File: src/rtl/div_meter_pkg.sv
// Shared types and default sizes for the divider period meter.
package div_meter_pkg;

    typedef enum logic [1:0] {
        IDLE,
        ARM,
        MEAS
    } meter_state_e;

    localparam int DEF_CNT_W       = 24;
    localparam int DEF_SYNC_STAGES = 2;

endpackage

File: src/rtl/div_period_meter_edge_sync.sv
// Synchronizer chain, history flop and registered rising-edge pulse for the
// asynchronous looped-back divider signal; input-to-pulse latency is SYNC_STAGES+1.
module div_edge_sync
    import div_meter_pkg::*;
#(
    parameter int SYNC_STAGES = DEF_SYNC_STAGES
) (
    input  logic clk,
    input  logic rst_n,
    input  logic d_i,
    output logic edge_o
);

    logic [SYNC_STAGES-1:0] sync_p0;
    logic                   hist_p1;

    always_ff @(posedge clk) begin
        if (!rst_n) begin
            sync_p0 <= '0;
            hist_p1 <= 1'b0;
            edge_o  <= 1'b0;
        end else begin
            sync_p0 <= {sync_p0[SYNC_STAGES-2:0], d_i};
            // --- stage: history and edge pulse ---
            hist_p1 <= sync_p0[SYNC_STAGES-1];
            edge_o  <= sync_p0[SYNC_STAGES-1] & ~hist_p1;
        end
    end

endmodule

File: src/rtl/div_period_meter.sv
// Measures clk cycles between rising edges of a looped-back divider output and
// delivers results over valid/ready. Optional averaging: define DIV_METER_AVG_EN.
module div_period_meter
    import div_meter_pkg::*;
#(
    parameter int CNT_W       = DEF_CNT_W,
    parameter int SYNC_STAGES = DEF_SYNC_STAGES,
    parameter int AVG_LOG2    = 2
) (
    input  logic             clk,
    input  logic             rst_n,
    input  logic             en_i,
    input  logic             sig_i,
    output logic [CNT_W-1:0] period_o,
    output logic             valid_o,
    input  logic             ready_i,
    output logic             timeout_o,
    output logic             overrun_o
);

    localparam logic [CNT_W-1:0] CNT_MAX = '1;
    localparam logic [CNT_W-1:0] CNT_ONE = CNT_W'(1);

    logic             edge_p1;
    meter_state_e     state_q, state_d;
    logic [CNT_W-1:0] cnt_q, cnt_d;
    logic             meas_vld, meas_timeout;
    logic [CNT_W-1:0] meas_period;
    logic             res_vld, res_timeout;
    logic [CNT_W-1:0] res_period;

    div_edge_sync #(
        .SYNC_STAGES(SYNC_STAGES)
    ) u_edge_sync (
        .clk   (clk),
        .rst_n (rst_n),
        .d_i   (sig_i),
        .edge_o(edge_p1)
    );

    // --- stage: period counter and FSM ---
    always_comb begin
        state_d      = state_q;
        cnt_d        = cnt_q;
        meas_vld     = 1'b0;
        meas_timeout = 1'b0;
        meas_period  = cnt_q;
        if (!en_i) begin
            state_d = IDLE;
            cnt_d   = '0;
        end else begin
            case (state_q)
                IDLE: begin
                    cnt_d   = '0;
                    state_d = ARM;
                end
                ARM: begin
                    cnt_d = '0;
                    if (edge_p1) begin
                        cnt_d   = CNT_ONE;
                        state_d = MEAS;
                    end
                end
                MEAS: begin
                    if (edge_p1) begin
                        meas_vld = 1'b1;
                        cnt_d    = CNT_ONE;
                    end else if (cnt_q == CNT_MAX) begin
                        // no edge within the counter range: report and re-arm
                        meas_vld     = 1'b1;
                        meas_timeout = 1'b1;
                        cnt_d        = '0;
                        state_d      = ARM;
                    end else begin
                        cnt_d = cnt_q + 1'b1;
                    end
                end
                default: begin
                    state_d = IDLE;
                    cnt_d   = '0;
                end
            endcase
        end
    end

    always_ff @(posedge clk) begin
        if (!rst_n) begin
            state_q <= IDLE;
            cnt_q   <= '0;
        end else begin
            state_q <= state_d;
            cnt_q   <= cnt_d;
        end
    end

`ifdef DIV_METER_AVG_EN
    // --- stage: averaging accumulator ---
    localparam int ACC_W = CNT_W + AVG_LOG2;
    localparam int NUM_W = (AVG_LOG2 > 0) ? AVG_LOG2 : 1;
    localparam logic [NUM_W-1:0] NUM_LAST = NUM_W'((1 << AVG_LOG2) - 1);

    logic [ACC_W-1:0] acc_q, acc_sum;
    logic [NUM_W-1:0] num_q;

    function automatic logic [CNT_W-1:0] avg_trunc(input logic [ACC_W-1:0] sum);
        logic [ACC_W-1:0] shifted;
        shifted = sum >> AVG_LOG2;
        return shifted[CNT_W-1:0];
    endfunction

    assign acc_sum = acc_q + ACC_W'(meas_period);

    always_comb begin
        res_vld     = 1'b0;
        res_period  = meas_period;
        res_timeout = meas_timeout;
        if (meas_vld) begin
            if (meas_timeout) begin
                res_vld = 1'b1;
            end else if (num_q == NUM_LAST) begin
                res_vld    = 1'b1;
                res_period = avg_trunc(acc_sum);
            end
        end
    end

    always_ff @(posedge clk) begin
        if (!rst_n || !en_i) begin
            acc_q <= '0;
            num_q <= '0;
        end else if (meas_vld) begin
            if (meas_timeout || num_q == NUM_LAST) begin
                acc_q <= '0;
                num_q <= '0;
            end else begin
                acc_q <= acc_sum;
                num_q <= NUM_W'(num_q + 1'b1);
            end
        end
    end
`else
    logic unused_avg;
    assign unused_avg  = ^AVG_LOG2;
    assign res_vld     = meas_vld;
    assign res_period  = meas_period;
    assign res_timeout = meas_timeout;
`endif

    // --- stage: output holding register ---
    always_ff @(posedge clk) begin
        if (!rst_n) begin
            period_o  <= '0;
            timeout_o <= 1'b0;
            valid_o   <= 1'b0;
            overrun_o <= 1'b0;
        end else if (!en_i) begin
            valid_o   <= 1'b0;
            overrun_o <= 1'b0;
        end else if (res_vld) begin
            if (valid_o && !ready_i) begin
                overrun_o <= 1'b1;
            end else begin
                period_o  <= res_period;
                timeout_o <= res_timeout;
                valid_o   <= 1'b1;
            end
        end else if (ready_i) begin
            valid_o <= 1'b0;
        end
    end

endmodule

File: config.mk
export PLATFORM = sky130hd
export DESIGN_NAME = div_period_meter
export DESIGN_NICKNAME = d
export VERILOG_FILES = /design/src/rtl/div_meter_pkg.sv /design/src/rtl/div_period_meter_edge_sync.sv /design/src/rtl/div_period_meter.sv
export SDC_FILE = /design/constraint.sdc
export NUM_CORES = 1
export LEC_CHECK = 0
export CAP_MARGIN = 10
export CORE_AREA = 3 3 72 74
export CTS_BUF_LIST = sky130_fd_sc_hd__clkbuf_4 sky130_fd_sc_hd__clkbuf_8
export DETAILED_ROUTE_END_ITERATION = 7
export DIE_AREA = 0 0 75 77
export PLACE_DENSITY_LB_ADDON = 0.3
export SLEW_MARGIN = 20
export SYNTH_ARGS = -nofsm -noshare
export SYNTH_HDL_FRONTEND = slang
export SYNTH_SLANG_ARGS = --single-unit
File: constraint.sdc
create_clock -name clk -period 2.5 [get_ports clk]
set_clock_uncertainty 0.15 [all_clocks]
set_input_delay 0.375 -clock clk [delete_from_list [all_inputs] [get_ports clk]]
set_output_delay 0.375 -clock clk [all_outputs]
set_load 0.02 [all_outputs]
==> impl_results.html, run 1 <==
<table>
<tr><th>Metric</th><th>Value</th></tr>
<tr><th colspan="2">Run status</th></tr>
<tr><td>Run status</td><td>finished, final reports clean</td></tr>
<tr><th colspan="2">Floorplanning</th></tr>
<tr><td>Horizontal die dimension</td><td>75 µm</td></tr>
<tr><td>Number of rows in the core area</td><td>25</td></tr>
<tr><td>Effective utilization at floorplan</td><td>between 50% and 60%</td></tr>
<tr><td>Core box area</td><td>4661 µm²</td></tr>
<tr><td>Number of ports placed on the die boundary</td><td>32</td></tr>
<tr><td>DIE HEIGHT</td><td>roughly 77 µm</td></tr>
<tr><td>Die footprint</td><td>5775 µm²</td></tr>
<tr><th colspan="2">Logic synthesis</th></tr>
<tr><td>Main synth FF type</td><td>sky130_fd_sc_hd__dfxtp_1</td></tr>
<tr><td>Cell types with the highest counts after synthesis</td><td>sky130_fd_sc_hd__nand2_1 (60), sky130_fd_sc_hd__dfxtp_1 (57), sky130_fd_sc_hd__nor2_1 (32)</td></tr>
<tr><td>Number of distinct standard cells referenced by the synthesized netlist</td><td>33</td></tr>
<tr><td>Post-synthesis register bit count</td><td>57</td></tr>
<tr><td>EDFF count, synth</td><td>0</td></tr>
<tr><td>Post-synth net total</td><td>281</td></tr>
<tr><td>Average size of a mapped cell</td><td>9.262 µm²</td></tr>
<tr><td>Count leader, synth</td><td>sky130_fd_sc_hd__nand2_1</td></tr>
<tr><td>Dominant cells by area after synthesis</td><td>sky130_fd_sc_hd__dfxtp_1 (45%), sky130_fd_sc_hd__mux2i_1 (9.6%), sky130_fd_sc_hd__nand2_1 (9.0%), sky130_fd_sc_hd__nor2_1 (4.8%), sky130_fd_sc_hd__xor2_1 (4.2%)</td></tr>
<tr><td>Proportion of register bits with asynchronous set or reset after synthesis</td><td>0%</td></tr>
<tr><td>Share of Yosys cell area claimed by the top area cell type</td><td>45.46%</td></tr>
<tr><td>Number of instances in the synthesized netlist</td><td>271</td></tr>
<tr><td>Yosys top cell by area</td><td>sky130_fd_sc_hd__dfxtp_1</td></tr>
<tr><td>Share of synthesized area occupied by flip-flops and latches</td><td>45.46%</td></tr>
<tr><td>Netlist area before placement</td><td>2510 µm²</td></tr>
<tr><td>Number of synthesis warnings</td><td>0</td></tr>
<tr><th colspan="2">Routing</th></tr>
<tr><td>Via Count</td><td>between 1,500 and 2,000</td></tr>
<tr><td>Per-cell routed wire length</td><td>12.28 µm</td></tr>
<tr><td>Number of DRC violations after detailed routing</td><td>0</td></tr>
<tr><td>Final ANT Viol Nets</td><td>0</td></tr>
<tr><td>Total wire length</td><td>4.456 mm</td></tr>
<tr><td>Detailed router's first-iteration violation count</td><td>84</td></tr>
<tr><td>Vias per Instance</td><td>5.063</td></tr>
<tr><td>Pre-antenna DRT Iters</td><td>4</td></tr>
<tr><th colspan="2">Clock network</th></tr>
<tr><td>Clock sink total</td><td>57</td></tr>
<tr><td>Post-CTS repair timing setup buffer count</td><td>0</td></tr>
<tr><td>CTS H-tree depth</td><td>3</td></tr>
<tr><td>Number of buffers created by CTS</td><td>9</td></tr>
<tr><td>Number of resized instances in the post-cts repair step</td><td>0</td></tr>
<tr><td>Buffers from clock root to sink, at most</td><td>2</td></tr>
<tr><td>Clock tree from TritonCTS</td><td>yes</td></tr>
<tr><td>Clock slew at the register clock pins of the worst setup and hold paths</td><td>~60 ps</td></tr>
<tr><td>Clock root buffer master</td><td>sky130_fd_sc_hd__clkbuf_8</td></tr>
<tr><td>Cts-stage hold buffer count</td><td>0</td></tr>
<tr><td>Clock Latency Late Sink</td><td>330 ps</td></tr>
<tr><th colspan="2">Min path</th></tr>
<tr><td>Kind of path behind the tightest hold check</td><td>reg2reg</td></tr>
<tr><th colspan="2">Finish</th></tr>
<tr><td>Area of the multi-input gates</td><td>between 1000 and 1500 µm²</td></tr>
<tr><td>Final non-filler cell total</td><td>363</td></tr>
<tr><td>Layout net count</td><td>~310</td></tr>
<tr><td>Synthesis-to-layout area growth</td><td>20.74%</td></tr>
<tr><td>Register area</td><td>1141 µm²</td></tr>
<tr><td>Number of fill cells in the layout</td><td>between 300 and 400</td></tr>
<tr><td>Fraction of layout instances using a drive strength above 1</td><td>9.709%</td></tr>
<tr><td>Diode count</td><td>0</td></tr>
<tr><th colspan="2">Critical path</th></tr>
<tr><td>Category of the worst setup path launch point</td><td>register</td></tr>
<tr><td>Biggest fanout along the worst timing path</td><td>14</td></tr>
<tr><td>Largest stage delay on the critical path</td><td>approximately 400 ps</td></tr>
<tr><td>Worst path slowest cell</td><td>sky130_fd_sc_hd__dfxtp_1</td></tr>
<tr><td>CP arrival</td><td>approximately 2300 ps</td></tr>
<tr><td>Required time reported for the critical path endpoint</td><td>between 2000 and 3000 ps</td></tr>
<tr><td>WS Path Type</td><td>reg2reg</td></tr>
<tr><td>Crit path capture type</td><td>register</td></tr>
<tr><td>Ordered cell list for the critical path</td><td>ha_1 -&gt; nand3_2 -&gt; nor4_4 -&gt; a31oi_4 -&gt; nor2_8 -&gt; buf_4 -&gt; mux2i_1</td></tr>
<tr><th colspan="2">Timing</th></tr>
<tr><td>Hold violation count in the final report</td><td>0</td></tr>
<tr><td>Final-report max-slew violation count</td><td>0</td></tr>
<tr><td>Final hold slack</td><td>237.6 ps</td></tr>
<tr><td>Pin slew with the least headroom to its limit</td><td>484.7 ps</td></tr>
<tr><td>Post-layout min period</td><td>2146 ps</td></tr>
<tr><td>Worst slew margin relative to its limit</td><td>67.69%</td></tr>
<tr><td>Total negative slack for setup checks</td><td>0 ps</td></tr>
<tr><td>Max Clk Rate</td><td>0.4660 GHz</td></tr>
<tr><td>Final count of negative-setup-slack endpoints</td><td>0</td></tr>
<tr><td>Final setup margin</td><td>354.2 ps</td></tr>
<tr><td>Post-route fraction of the period consumed by the critical path</td><td>85.83%</td></tr>
<tr><td>Unrepaired setup endpoints after global routing</td><td>false</td></tr>
<tr><th colspan="2">Flow run</th></tr>
<tr><td>Max Cap Viol</td><td>0</td></tr>
<tr><th colspan="2">GRT</th></tr>
<tr><td>GRT Residual Overflow</td><td>0</td></tr>
<tr><td>Wire length of the first global-routing pass</td><td>7.983 mm</td></tr>
<tr><td>Initial antenna violation count</td><td>0</td></tr>
<tr><td>Overall track demand over capacity in global routing</td><td>between 15 and 20%</td></tr>
<tr><td>Number of global-route vias before repair</td><td>1,836</td></tr>
<tr><td>Maximum number of pins on one net before global-route repair</td><td>53</td></tr>
<tr><th colspan="2">Placed design</th></tr>
<tr><td>Placed instance count</td><td>347</td></tr>
<tr><td>DP Wirelength</td><td>2.987 mm</td></tr>
<tr><td>Routability Congestion</td><td>0.7477</td></tr>
<tr><td>Port bufs</td><td>31</td></tr>
<tr><td>Placement-stage worst setup slack</td><td>228.1 ps</td></tr>
<tr><th colspan="2">Power</th></tr>
<tr><td>Internal power component</td><td>approximately 1.4 mW</td></tr>
<tr><td>Leakage component of the power</td><td>about 1.0 nW</td></tr>
<tr><td>Power dissipated by switching net loads</td><td>369.3 µW</td></tr>
<tr><td>Part of the total power dissipated in the clock network</td><td>46.3%</td></tr>
<tr><td>Share of total power consumed by net switching</td><td>between 20% and 30%</td></tr>
<tr><td>Overall power</td><td>1.771 mW</td></tr>
<tr><td>Sequential share of power</td><td>51.7%</td></tr>
<tr><td>Worst VDD drop</td><td>roughly 0.00036 V</td></tr>
<tr><td>Part of the total power dissipated in combinational logic</td><td>2.0%</td></tr>
<tr><td>Power Dens Cells</td><td>roughly 580 nW/µm²</td></tr>
</table>
-- layer usage --
layer / vias to the layer above / wire length, µm / track usage, %
met1: 853 / 2099 / 22.56
met4: 0 / 92 / 8.541
met5: - / 0 / 0
met3: 11 / 146 / 6.422
met2: 25 / 2117 / 26.74
li1: 949 / - / -
-- kinds of logic (layout without fill, tap and decap cells) --
group / after synthesis / count (layout) / share of synthesized area [%]
fa+ha+maj: 5 / 5 / 2.493
simple gates: 131 / 131 / 26.42
xor+xnor: 22 / 22 / 7.677
mux: 25 / 25 / 10.02
compound gates: 11 / 11 / 3.340
flops: 57 / 57 / 45.46
buf+inv: 20 / 58 / 4.587
-- final timing paths --
path,endpoint,start,cells after the start,slack [ps]
worst max-delay path,period_o[13],cnt_q[0],7,350
worst min-delay path,u_edge_sync.edge_o,u_edge_sync.hist_p1,1,240
worst max register to register,period_o[13],cnt_q[0],7,350
worst min register to register,u_edge_sync.edge_o,u_edge_sync.hist_p1,1,240
-- layout by cell type (no fill, tap or decap), types with 5 or more instances in the layout --
master / n
sky130_fd_sc_hd__nand2_1: 60
sky130_fd_sc_hd__inv_1: 7
sky130_fd_sc_hd__clkbuf_8: 13
sky130_fd_sc_hd__nand4_1: 5
sky130_fd_sc_hd__nor2_1: 32
sky130_fd_sc_hd__and2_1: 5
sky130_fd_sc_hd__xnor2_1: 10
sky130_fd_sc_hd__mux2i_1: 24
sky130_fd_sc_hd__ha_1: 5
sky130_fd_sc_hd__nand3_1: 9
sky130_fd_sc_hd__clkdlybuf4s50_1: 31
sky130_fd_sc_hd__dfxtp_1: 57
sky130_fd_sc_hd__xor2_1: 12
-- state kept, by name, indices dropped and copies added, names as in the netlist --
| signal | count |
|---|---|
| timeout_o | 1 |
| u_edge_sync.sync_p0 | 2 |
| u_edge_sync.hist_p1 | 1 |
| u_edge_sync.edge_o | 1 |
| cnt_q | 24 |
| period_o | 24 |
| state_q | 2 |
| valid_o | 1 |
| overrun_o | 1 |
-- power by group through the flow --
stage | clock [mW] | combinational (mW) | sequential (mW)
after floorplan | 0 | 0.0262 | 0.933
after detailed placement | 0 | 0.0358 | 0.935
after global placement | 0 | 0.0346 | 0.935
final | 0.820 | 0.0356 | 0.915
after global routing | 0.888 | 0.0400 | 0.915
after CTS | 0.839 | 0.0363 | 0.915
-- through the flow --
step / instance area (µm²) / utilization, %
6_report: 3030 / 65.02
5_1_grt: 3030 / 65.02
4_1_cts: 3025 / 64.91
3_5_place_dp: 2829 / 60.70
3_3_place_gp: 2829 / 60.70
2_1_floorplan: 2510 / -
-- critical path, delay by kind of cell (launching register included) --
family / cells / cell delay, ps
AO/OA/AOI/OAI: 1 / 170
adder cells (fa/ha/maj): 1 / 230
buffers and inverters: 1 / 250
flip-flops: 1 / 400
multiplexers: 1 / 210
AND/OR/NAND/NOR: 3 / 660
-- layout make-up --
cell class	count	area share [%]
Clock inverter	2	0.3303
Tap cell	54	2.230
Multi-Input combinational cell	194	41.54
Clock buffer	14	6.152
Sequential cell	57	37.65
Inverter	7	0.8671
Timing Repair Buffer	35	11.23
Power figures use the tool's default switching activity.
==> run 2: changes to the inputs <==
--- a/config.mk
+++ b/config.mk
@@ -5,11 +5,12 @@
 export SDC_FILE = /design/constraint.sdc
 export NUM_CORES = 1
 export LEC_CHECK = 0
+export ABC_AREA = 1
 export CAP_MARGIN = 10
-export CORE_AREA = 3 3 72 74
+export CORE_AREA = 3 3 73 75
 export CTS_BUF_LIST = sky130_fd_sc_hd__clkbuf_4 sky130_fd_sc_hd__clkbuf_8
 export DETAILED_ROUTE_END_ITERATION = 7
-export DIE_AREA = 0 0 75 77
+export DIE_AREA = 0 0 76 78
 export PLACE_DENSITY_LB_ADDON = 0.3
 export SLEW_MARGIN = 20
 export SYNTH_ARGS = -nofsm -noshare
==> run 2 against run 1 <==
Against the previous run: clock-buffer cell count fell by 1; largest power group is now clock; sequential cell count is the same; critical path depth increased by 5; clock power up 21%; critical endpoint is now period_o[19]; synthesized area is 2.8% higher; maximum frequency is 2.2% higher; die area is 2.6% higher; combinational power shrank 13%.
==> impl_results.html, run 2 <==
<table>
<tr><th>Metric</th><th>Value</th></tr>
<tr><th colspan="2">Critical path</th></tr>
<tr><td>Category of the worst setup path launch point</td><td>register</td></tr>
<tr><td>Setup slack of the worst register-to-register path</td><td>400 ps (+50 ps)</td></tr>
<tr><td>Instance count on the critical path</td><td>12 (+5)</td></tr>
<tr><td>Worst Setup SP</td><td>cnt_q[0]</td></tr>
<tr><td>Crit path capture type</td><td>register</td></tr>
<tr><td>Crit path buffers/inverters</td><td>1 (unchanged)</td></tr>
<tr><td>Path depth of the worst reg2reg path</td><td>12 (+5)</td></tr>
<tr><td>Cell type with the highest occurrence count on the critical path</td><td>sky130_fd_sc_hd__nand2_1</td></tr>
<tr><td>Biggest fanout along the worst timing path</td><td>51 (+37)</td></tr>
<tr><td>Kind of cell adding the most delay to the critical path</td><td>simple AND/OR/NAND/NOR gates</td></tr>
<tr><td>CP arrival</td><td>2210 ps (-40 ps)</td></tr>
<tr><td>WS Path Type</td><td>reg2reg</td></tr>
<tr><td>Crit Reg-Reg Startpoint</td><td>cnt_q[0]</td></tr>
<tr><td>End of the worst register-to-register path</td><td>period_o[19]</td></tr>
<tr><td>Largest stage delay on the critical path</td><td>350 ps (-50 ps)</td></tr>
<tr><td>Worst path slowest cell</td><td>sky130_fd_sc_hd__dfxtp_1</td></tr>
<tr><td>Required time reported for the critical path endpoint</td><td>2610 ps (about the same)</td></tr>
<tr><td>Ordered cell list for the critical path</td><td>ha_1 -&gt; nand2_1 -&gt; nor2_2 -&gt; nand2_2 -&gt; nor2_4 -&gt; nand2_4 -&gt; nand2_4 -&gt; nand3_4 -&gt; buf_4 -&gt; nand2_1 -&gt; nand2_1 -&gt; nor2_1</td></tr>
<tr><td>Worst setup path endpoint</td><td>period_o[19]</td></tr>
<tr><th colspan="2">Floorplanning</th></tr>
<tr><td>Die footprint</td><td>5928 µm² (+2.6%)</td></tr>
<tr><td>Core box area</td><td>4723 µm² (+1.3%)</td></tr>
<tr><td>Number of rows in the core area</td><td>25 (unchanged)</td></tr>
<tr><td>Horizontal die dimension</td><td>76 µm (+1.3%)</td></tr>
<tr><td>DIE HEIGHT</td><td>78 µm (+1.3%)</td></tr>
<tr><td>Number of ports placed on the die boundary</td><td>32 (unchanged)</td></tr>
<tr><td>Effective utilization at floorplan</td><td>54.65% (+0.80 points)</td></tr>
<tr><th colspan="2">Logic synthesis</th></tr>
<tr><td>Count leader, synth</td><td>sky130_fd_sc_hd__nand2_1</td></tr>
<tr><td>Share of Yosys cell area claimed by the top area cell type</td><td>44.21% (-1.3 points)</td></tr>
<tr><td>Proportion of register bits with asynchronous set or reset after synthesis</td><td>0% (unchanged)</td></tr>
<tr><td>Main synth FF type</td><td>sky130_fd_sc_hd__dfxtp_1</td></tr>
<tr><td>Average size of a mapped cell</td><td>6.902 µm² (-25%)</td></tr>
<tr><td>Netlist area before placement</td><td>2581 µm² (+2.8%)</td></tr>
<tr><td>Dominant cells by area after synthesis</td><td>sky130_fd_sc_hd__dfxtp_1 (44%), sky130_fd_sc_hd__nand2_1 (14%), sky130_fd_sc_hd__nor2_1 (13%), sky130_fd_sc_hd__inv_1 (8.0%), sky130_fd_sc_hd__nand3_1 (2.7%)</td></tr>
<tr><td>Post-synth net total</td><td>384 (+37%)</td></tr>
<tr><td>Yosys top cell by area</td><td>sky130_fd_sc_hd__dfxtp_1</td></tr>
<tr><td>Number of distinct standard cells referenced by the synthesized netlist</td><td>29 (-12%)</td></tr>
<tr><td>Cell types with the highest counts after synthesis</td><td>sky130_fd_sc_hd__nand2_1 (94), sky130_fd_sc_hd__nor2_1 (87), sky130_fd_sc_hd__dfxtp_1 (57)</td></tr>
<tr><td>Number of instances in the synthesized netlist</td><td>374 (+38%)</td></tr>
<tr><td>Post-synthesis register bit count</td><td>57 (unchanged)</td></tr>
<tr><td>Number of synthesis warnings</td><td>0 (unchanged)</td></tr>
<tr><td>Share of synthesized area occupied by flip-flops and latches</td><td>44.21% (-1.3 points)</td></tr>
<tr><td>EDFF count, synth</td><td>0 (unchanged)</td></tr>
<tr><th colspan="2">Clock network</th></tr>
<tr><td>Buffers from clock root to sink, at most</td><td>2 (unchanged)</td></tr>
<tr><td>CTS H-tree depth</td><td>3 (unchanged)</td></tr>
<tr><td>Clock slew at the register clock pins of the worst setup and hold paths</td><td>60 ps (about the same)</td></tr>
<tr><td>Clock Latency Late Sink</td><td>330 ps (about the same)</td></tr>
<tr><td>Clock sink total</td><td>57 (unchanged)</td></tr>
<tr><td>Number of resized instances in the post-cts repair step</td><td>0 (unchanged)</td></tr>
<tr><td>Cts-stage hold buffer count</td><td>0 (unchanged)</td></tr>
<tr><td>Post-CTS repair timing setup buffer count</td><td>0 (unchanged)</td></tr>
<tr><td>Clock root buffer master</td><td>sky130_fd_sc_hd__clkbuf_8</td></tr>
<tr><td>Clock tree from TritonCTS</td><td>yes</td></tr>
<tr><td>Number of buffers created by CTS</td><td>9 (unchanged)</td></tr>
<tr><th colspan="2">Routing</th></tr>
<tr><td>Pre-antenna DRT Iters</td><td>4 (unchanged)</td></tr>
<tr><td>Number of DRC violations after detailed routing</td><td>0 (unchanged)</td></tr>
<tr><td>Detailed router's first-iteration violation count</td><td>122 (+45%)</td></tr>
<tr><td>Via Count</td><td>2,217 (+21%)</td></tr>
<tr><td>Vias per Instance</td><td>4.619 (-8.8%)</td></tr>
<tr><td>Total wire length</td><td>4.793 mm (+7.6%)</td></tr>
<tr><td>Final ANT Viol Nets</td><td>0 (unchanged)</td></tr>
<tr><td>Per-cell routed wire length</td><td>9.985 µm (-19%)</td></tr>
<tr><th colspan="2">Power</th></tr>
<tr><td>Power dissipated by switching net loads</td><td>367.5 µW (-0.47%)</td></tr>
<tr><td>Power Dens Cells</td><td>613.2 nW/µm² (+4.9%)</td></tr>
<tr><td>Part of the total power dissipated in the clock network</td><td>51.3% (+5.0 points)</td></tr>
<tr><td>Part of the total power dissipated in combinational logic</td><td>1.6% (-0.4 points)</td></tr>
<tr><td>Share of total power consumed by net switching</td><td>18.94% (-1.9 points)</td></tr>
<tr><td>Sequential share of power</td><td>47.1% (-4.6 points)</td></tr>
<tr><td>Leakage component of the power</td><td>1.425 nW (+39%)</td></tr>
<tr><td>Worst VDD drop</td><td>0.0004425 V (+23%)</td></tr>
<tr><td>Internal power component</td><td>1.573 mW (+12%)</td></tr>
<tr><th colspan="2">Timing</th></tr>
<tr><td>Final-report max-slew violation count</td><td>0 (unchanged)</td></tr>
<tr><td>Total negative slack for setup checks</td><td>0 ps (unchanged)</td></tr>
<tr><td>Final hold slack</td><td>233.2 ps (-4.470 ps)</td></tr>
<tr><td>Max Clk Rate</td><td>0.4761 GHz (+2.2%)</td></tr>
<tr><td>Pin slew with the least headroom to its limit</td><td>495.2 ps (+10.52 ps)</td></tr>
<tr><td>Unrepaired setup endpoints after global routing</td><td>false</td></tr>
<tr><td>Post-route fraction of the period consumed by the critical path</td><td>84.02% (-1.8 points)</td></tr>
<tr><td>Final count of negative-setup-slack endpoints</td><td>0 (unchanged)</td></tr>
<tr><td>Worst slew margin relative to its limit</td><td>66.73% (-0.96 points)</td></tr>
<tr><td>Hold violation count in the final report</td><td>0 (unchanged)</td></tr>
<tr><td>Post-layout min period</td><td>2101 ps (-45.26 ps)</td></tr>
<tr><th colspan="2">Flow run</th></tr>
<tr><td>Max Cap Viol</td><td>0 (unchanged)</td></tr>
<tr><th colspan="2">Finish</th></tr>
<tr><td>Most common library cell in the layout ignoring fill and taps</td><td>sky130_fd_sc_hd__nand2_1</td></tr>
<tr><td>Synthesis-to-layout area growth</td><td>22.59%</td></tr>
<tr><td>Largest regs</td><td>cnt_q (24), period_o (24)</td></tr>
<tr><td>Fraction of layout instances using a drive strength above 1</td><td>7.022% (-2.7 points)</td></tr>
<tr><td>Final non-filler cell total</td><td>480 (+32%)</td></tr>
<tr><td>Leading cell types in the layout, fill and taps excluded</td><td>sky130_fd_sc_hd__nand2_1 (94), sky130_fd_sc_hd__nor2_1 (87), sky130_fd_sc_hd__dfxtp_1 (57)</td></tr>
<tr><td>Diode count</td><td>0 (unchanged)</td></tr>
<tr><td>Layout net count</td><td>419 (+33%)</td></tr>
<tr><th colspan="2">Placed design</th></tr>
<tr><td>DP Wirelength</td><td>3.390 mm (+14%)</td></tr>
<tr><td>Placed instance count</td><td>465 (+34%)</td></tr>
<tr><td>Routability Congestion</td><td>0.8191 (+9.5%)</td></tr>
<tr><td>Port bufs</td><td>31 (unchanged)</td></tr>
<tr><th colspan="2">GRT</th></tr>
<tr><td>Wire length of the first global-routing pass</td><td>8.528 mm (+6.8%)</td></tr>
<tr><td>Initial antenna violation count</td><td>0 (unchanged)</td></tr>
<tr><td>Number of global-route vias before repair</td><td>2,091 (+14%)</td></tr>
<tr><td>Maximum number of pins on one net before global-route repair</td><td>52 (-1.9%)</td></tr>
<tr><td>Overall track demand over capacity in global routing</td><td>17.77% (-0.15 points)</td></tr>
<tr><td>GRT Residual Overflow</td><td>0 (unchanged)</td></tr>
<tr><th colspan="2">Run status</th></tr>
<tr><td>Run status</td><td>finished, final reports clean</td></tr>
<tr><th colspan="2">Min path</th></tr>
<tr><td>Kind of path behind the tightest hold check</td><td>reg2reg</td></tr>
</table>
==> run 2: kinds of logic after synthesis <==
group,share of synthesized area [%]
and+or+nand+nor,36.02
DFF,44.21
xor gates and xnor gates,2.375
buffers and inverters,10.71
AOI/OAI and AO/OA,3.878
muxes,0.3878
adders and majority gates,2.424
==> run 2: power by group through the flow <==
stage / combinational, mW / sequential [mW] / clock (mW)
after floorplan: 0.0199 / 0.933 / 0
after global placement: 0.0298 / 0.934 / 0
after detailed placement: 0.0310 / 0.934 / 0
after CTS: 0.0311 / 0.914 / 1.02
after global routing: 0.0346 / 0.914 / 1.06
final: 0.0309 / 0.914 / 0.995
==> run 2: cell type report <==
class / count / area, µm²
fillers: 413 / 1559
clock inverters: 2 / 60.06
well taps: 67 / 83.83
flip-flops and latches: 57 / 1141
repair buffers: 34 / 332.8
multi-input cells: 251 / 1164
inverters: 56 / 210.2
clock buffers: 13 / 172.7
==> run 2: worst reg2reg max path: stages (launching register included) <==
cell and delay (ps):
sky130_fd_sc_hd__dfxtp_1 350, sky130_fd_sc_hd__ha_1 170, sky130_fd_sc_hd__nand2_1 80, sky130_fd_sc_hd__nor2_2 160, sky130_fd_sc_hd__nand2_2 110, sky130_fd_sc_hd__nor2_4 180
sky130_fd_sc_hd__nand2_4 100, sky130_fd_sc_hd__nand2_4 100, sky130_fd_sc_hd__nand3_4 60, sky130_fd_sc_hd__buf_4 260, sky130_fd_sc_hd__nand2_1 140, sky130_fd_sc_hd__nand2_1 60
sky130_fd_sc_hd__nor2_1 110
==> run 2: worst min-delay path by stage <==
stage | depth (start not counted) | start | slack [ps] | endpoint
after detailed placement | 1 | u_edge_sync.hist_p1 | 230 | u_edge_sync.edge_o
after floorplan | 1 | u_edge_sync.hist_p1 | 220 | u_edge_sync.edge_o
after global routing | 1 | u_edge_sync.hist_p1 | 270 | u_edge_sync.edge_o
after global placement | 1 | u_edge_sync.hist_p1 | 220 | u_edge_sync.edge_o
after CTS | 1 | u_edge_sync.hist_p1 | 240 | u_edge_sync.edge_o
final | 1 | u_edge_sync.hist_p1 | 230 | u_edge_sync.edge_o
==> run 2: metrics by stage <==
step / worst slack [ps] / utilization (%) / instance area [µm²] / total power [mW]
finish: 399.4 / 66.99 / 3164 / 1.940
global route: 188.7 / 66.99 / 3164 / 2.006
CTS: 387.5 / 66.99 / 3164 / 1.962
detailed placement: 436.4 / 62.07 / 2932 / 0.9653
global placement: 513.6 / 62.07 / 2932 / 0.9638
floorplan: 714.9 / - / 2581 / 0.9531
==> run 2: routing by layer <==
metal | share of wire (%) | up-vias | global-route usage, %
met1 | 47 | 971 | 20.55
met4 | 2.6 | 0 | 11.41
li1 | - | 1195 | -
met3 | 3.1 | 14 | 3.480
met5 | 0 | - | 0
met2 | 47 | 37 | 30.14
==> run 3: changes to the inputs <==
==> constraint.sdc (replaced) <==
create_clock -name clk -period 2.05 [get_ports clk]
set_clock_uncertainty 0.15 [all_clocks]
set_input_delay 0.3075 -clock clk [delete_from_list [all_inputs] [get_ports clk]]
set_output_delay 0.3075 -clock clk [all_outputs]
set_load 0.02 [all_outputs]
==> run 3 against run 2 <==
Against the previous run: non-clock buffer count grew 4; wire length grew 1.9%; die area is the same; largest power group is now sequential cells; utilization grew 0.50 points.
==> impl_results.html, run 3 (synthesized netlist as in run 2, its figures left out) <==
<table>
<tr><th>Metric</th><th>Value</th></tr>
<tr><th colspan="2">Placed design</th></tr>
<tr><td>Port bufs</td><td>31 (unchanged)</td></tr>
<tr><td>Routability Congestion</td><td>0.8271 (+0.98%)</td></tr>
<tr><td>DP Wirelength</td><td>3.383 mm (-0.21%)</td></tr>
<tr><th colspan="2">Floorplanning</th></tr>
<tr><td>Die footprint</td><td>5928 µm² (unchanged)</td></tr>
<tr><td>Core box area</td><td>4723 µm² (unchanged)</td></tr>
<tr><td>Number of rows in the core area</td><td>25 (unchanged)</td></tr>
<tr><td>Effective utilization at floorplan</td><td>54.65% (unchanged)</td></tr>
<tr><td>Horizontal die dimension</td><td>76 µm (unchanged)</td></tr>
<tr><td>Number of ports placed on the die boundary</td><td>32 (unchanged)</td></tr>
<tr><td>DIE HEIGHT</td><td>78 µm (unchanged)</td></tr>
<tr><th colspan="2">Min path</th></tr>
<tr><td>Kind of path behind the tightest hold check</td><td>reg2reg</td></tr>
<tr><td>Worst hold path startpoint</td><td>u_edge_sync.hist_p1</td></tr>
<tr><th colspan="2">Clock network</th></tr>
<tr><td>Clock slew at the register clock pins of the worst setup and hold paths</td><td>60 ps (about the same)</td></tr>
<tr><td>Clock sink total</td><td>57 (unchanged)</td></tr>
<tr><td>CTS H-tree depth</td><td>3 (unchanged)</td></tr>
<tr><td>Cts-stage hold buffer count</td><td>0 (unchanged)</td></tr>
<tr><td>Buffers from clock root to sink, at most</td><td>2 (unchanged)</td></tr>
<tr><td>Clock Latency Late Sink</td><td>330 ps (about the same)</td></tr>
<tr><td>Clock tree from TritonCTS</td><td>yes</td></tr>
<tr><td>Clock root buffer master</td><td>sky130_fd_sc_hd__clkbuf_8</td></tr>
<tr><td>Number of buffers created by CTS</td><td>9 (unchanged)</td></tr>
<tr><th colspan="2">Routing</th></tr>
<tr><td>Final ANT Viol Nets</td><td>0 (unchanged)</td></tr>
<tr><td>Detailed-routed wire length on met2</td><td>2.327 mm (+2.2%)</td></tr>
<tr><td>Top routing layer in use</td><td>met4</td></tr>
<tr><td>Number of DRC violations after detailed routing</td><td>0 (unchanged)</td></tr>
<tr><td>M1 WL</td><td>2.293 mm (+2.3%)</td></tr>
<tr><td>Routed length on met3</td><td>168 µm (+14%)</td></tr>
<tr><td>Vias per Instance</td><td>4.610 (-0.20%)</td></tr>
<tr><td>Pre-antenna DRT Iters</td><td>4 (unchanged)</td></tr>
<tr><td>Detailed router's first-iteration violation count</td><td>127 (+4.1%)</td></tr>
<tr><td>Total wire length</td><td>4.883 mm (+1.9%)</td></tr>
<tr><td>Per-cell routed wire length</td><td>10.09 µm (+1.0%)</td></tr>
<tr><td>Via Count</td><td>2,231 (+0.63%)</td></tr>
<tr><th colspan="2">Critical path</th></tr>
<tr><td>Setup slack of the worst register-to-register path</td><td>160 ps (-240 ps)</td></tr>
<tr><td>Required time reported for the critical path endpoint</td><td>2170 ps (-440 ps)</td></tr>
<tr><td>Largest stage delay on the critical path</td><td>340 ps (about the same)</td></tr>
<tr><td>Crit path capture type</td><td>register</td></tr>
<tr><td>Worst path slowest cell</td><td>sky130_fd_sc_hd__dfxtp_2</td></tr>
<tr><td>WS Path Type</td><td>reg2reg</td></tr>
<tr><td>End of the worst register-to-register path</td><td>period_o[19]</td></tr>
<tr><td>Worst Setup SP</td><td>cnt_q[0]</td></tr>
<tr><td>Category of the worst setup path launch point</td><td>register</td></tr>
<tr><td>Crit Reg-Reg Startpoint</td><td>cnt_q[0]</td></tr>
<tr><td>Cell type with the highest occurrence count on the critical path</td><td>sky130_fd_sc_hd__nand2_1</td></tr>
<tr><td>Biggest fanout along the worst timing path</td><td>51 (unchanged)</td></tr>
<tr><td>CP arrival</td><td>2010 ps (-200 ps)</td></tr>
<tr><td>Worst setup path endpoint</td><td>period_o[19]</td></tr>
<tr><td>Ordered cell list for the critical path</td><td>ha_2 -&gt; nand2_1 -&gt; nor2_4 -&gt; nand2_2 -&gt; nor2_4 -&gt; nand2_4 -&gt; nand2_4 -&gt; nand3_4 -&gt; buf_12 -&gt; nand2_1 -&gt; nand2_1 -&gt; nor2_1</td></tr>
<tr><td>Path depth of the worst reg2reg path</td><td>12 (unchanged)</td></tr>
<tr><th colspan="2">Finish</th></tr>
<tr><td>Leading cell types in the layout, fill and taps excluded</td><td>sky130_fd_sc_hd__nand2_1 (94), sky130_fd_sc_hd__nor2_1 (85), sky130_fd_sc_hd__inv_1 (55), sky130_fd_sc_hd__dfxtp_1 (55), sky130_fd_sc_hd__clkdlybuf4s50_1 (31)</td></tr>
<tr><td>Diode count</td><td>0 (unchanged)</td></tr>
<tr><td>Number of fill cells in the layout</td><td>415 (+0.48%)</td></tr>
<tr><td>Layout net count</td><td>423 (+0.95%)</td></tr>
<tr><td>Synthesis-to-layout area growth</td><td>23.51%</td></tr>
<tr><td>Most common library cell in the layout ignoring fill and taps</td><td>sky130_fd_sc_hd__nand2_1</td></tr>
<tr><td>Fraction of layout instances using a drive strength above 1</td><td>9.113% (+2.1 points)</td></tr>
<tr><td>Largest regs</td><td>cnt_q (24), period_o (24)</td></tr>
<tr><th colspan="2">Timing</th></tr>
<tr><td>Post-route fraction of the period consumed by the critical path</td><td>92.06% (+8.0 points)</td></tr>
<tr><td>Max Clk Rate</td><td>0.5299 GHz (+11%)</td></tr>
<tr><td>Post-layout min period</td><td>1887 ps (-213.3 ps)</td></tr>
<tr><td>Final-report max-slew violation count</td><td>0 (unchanged)</td></tr>
<tr><td>Pin slew with the least headroom to its limit</td><td>293.6 ps (-201.6 ps)</td></tr>
<tr><td>Total negative slack for setup checks</td><td>0 ps (unchanged)</td></tr>
<tr><td>Final count of negative-setup-slack endpoints</td><td>0 (unchanged)</td></tr>
<tr><td>Unrepaired setup endpoints after global routing</td><td>true</td></tr>
<tr><td>Hold violation count in the final report</td><td>0 (unchanged)</td></tr>
<tr><td>Worst slew margin relative to its limit</td><td>80.42% (+14 points)</td></tr>
<tr><th colspan="2">GRT</th></tr>
<tr><td>Number of global-route vias before repair</td><td>2,137 (+2.2%)</td></tr>
<tr><td>Initial antenna violation count</td><td>0 (unchanged)</td></tr>
<tr><td>Overall track demand over capacity in global routing</td><td>18.46% (+0.68 points)</td></tr>
<tr><td>GRT Residual Overflow</td><td>0 (unchanged)</td></tr>
<tr><td>Wire length of the first global-routing pass</td><td>8.797 mm (+3.2%)</td></tr>
<tr><td>Maximum number of pins on one net before global-route repair</td><td>52 (unchanged)</td></tr>
<tr><th colspan="2">Power</th></tr>
<tr><td>Leakage component of the power</td><td>1.438 nW (+0.90%)</td></tr>
<tr><td>Worst VDD drop</td><td>0.0004372 V (-1.2%)</td></tr>
<tr><td>Part of the total power dissipated in the clock network</td><td>47.6% (-3.7 points)</td></tr>
<tr><td>Part of the total power dissipated in combinational logic</td><td>1.7% (about the same)</td></tr>
<tr><td>Power dissipated by switching net loads</td><td>444.2 µW (+21%)</td></tr>
<tr><td>Share of total power consumed by net switching</td><td>20.18% (+1.2 points)</td></tr>
<tr><td>Sequential share of power</td><td>50.6% (+3.5 points)</td></tr>
<tr><td>Internal power component</td><td>1.757 mW (+12%)</td></tr>
<tr><td>Power Dens Cells</td><td>690.5 nW/µm² (+13%)</td></tr>
<tr><td>Overall power</td><td>2.201 mW (+13%)</td></tr>
<tr><th colspan="2">Flow run</th></tr>
<tr><td>Max Cap Viol</td><td>0 (unchanged)</td></tr>
<tr><th colspan="2">Run status</th></tr>
<tr><td>Run status</td><td>finished, final reports clean</td></tr>
</table>
[run 3: cell types whose count changed in the layout (fill, tap and decap cells not counted), moves of 2 or more]
cell / change
sky130_fd_sc_hd__nor2_1: -2
sky130_fd_sc_hd__buf_4: +3
sky130_fd_sc_hd__clkinv_2: +2
sky130_fd_sc_hd__dfxtp_1: -2
sky130_fd_sc_hd__dfxtp_2: +2
[run 3: layout make-up]
cell class                 instances  area (µm²)  share of cell area, %
multi-input combinational        251        1176                  36.89
sequential                        57        1144                  35.87
timing repair buffer              38       375.4                  11.77
inverter                          56       210.2                  6.593
clock buffer                      12       158.9                  4.984
tap                               67       83.83                  2.630
clock inverter                     3       40.04                  1.256
[run 3: worst min path at each step]
stage | cells past startpoint | to
final | 1 | u_edge_sync.edge_o
after global routing | 1 | u_edge_sync.edge_o
after CTS | 1 | u_edge_sync.edge_o
after detailed placement | 1 | u_edge_sync.edge_o
after global placement | 1 | u_edge_sync.edge_o
after floorplan | 1 | u_edge_sync.edge_o
[run 3: metal layers]
| metal | global-route usage, % | vias to the layer above |
|---|---|---|
| met4 | 9.964 | 0 |
| met5 | 0 | - |
| li1 | - | 1204 |
| met2 | 31.65 | 33 |
| met1 | 20.66 | 982 |
| met3 | 5.452 | 12 |
[run 3: per-stage QoR]
stage	std cells	hold WS (ps)	util, %	area (µm²)	worst slack (ps)
floorplan	374	218.2	-	2581	264.9
global placement	468	221.6	62.81	2967	162.2
detailed placement	468	244.6	62.81	2967	106.2
CTS	483	254.4	67.02	3166	78.45
global route	484	264.4	67.50	3188	-26.87
finish	484	245.1	67.50	3188	162.7
[run 3: repair_timing]
item / in CTS / in global routing
setup buffers: 0 / 1
resized for setup: 0 / 6
endpoints found under the setup margin: 0 / 29
[run 3: worst max-delay path: cells and delay by family, from the launching register on]
kind                       cells  cell delay [ps]
adders and majority gates      1              170
buffers and inverters          1              180
and+or+nand+nor               10              950
DFF                            1              340
[run 3: power groups by stage]
stage | logic [mW] | registers, mW | clock network (mW)
final | 0.0378 | 1.11 | 1.05
after global placement | 0.0363 | 1.14 | 0
after global routing | 0.0425 | 1.11 | 1.13
after floorplan | 0.0243 | 1.14 | 0
after CTS | 0.0375 | 1.11 | 1.08
after detailed placement | 0.0372 | 1.14 | 0
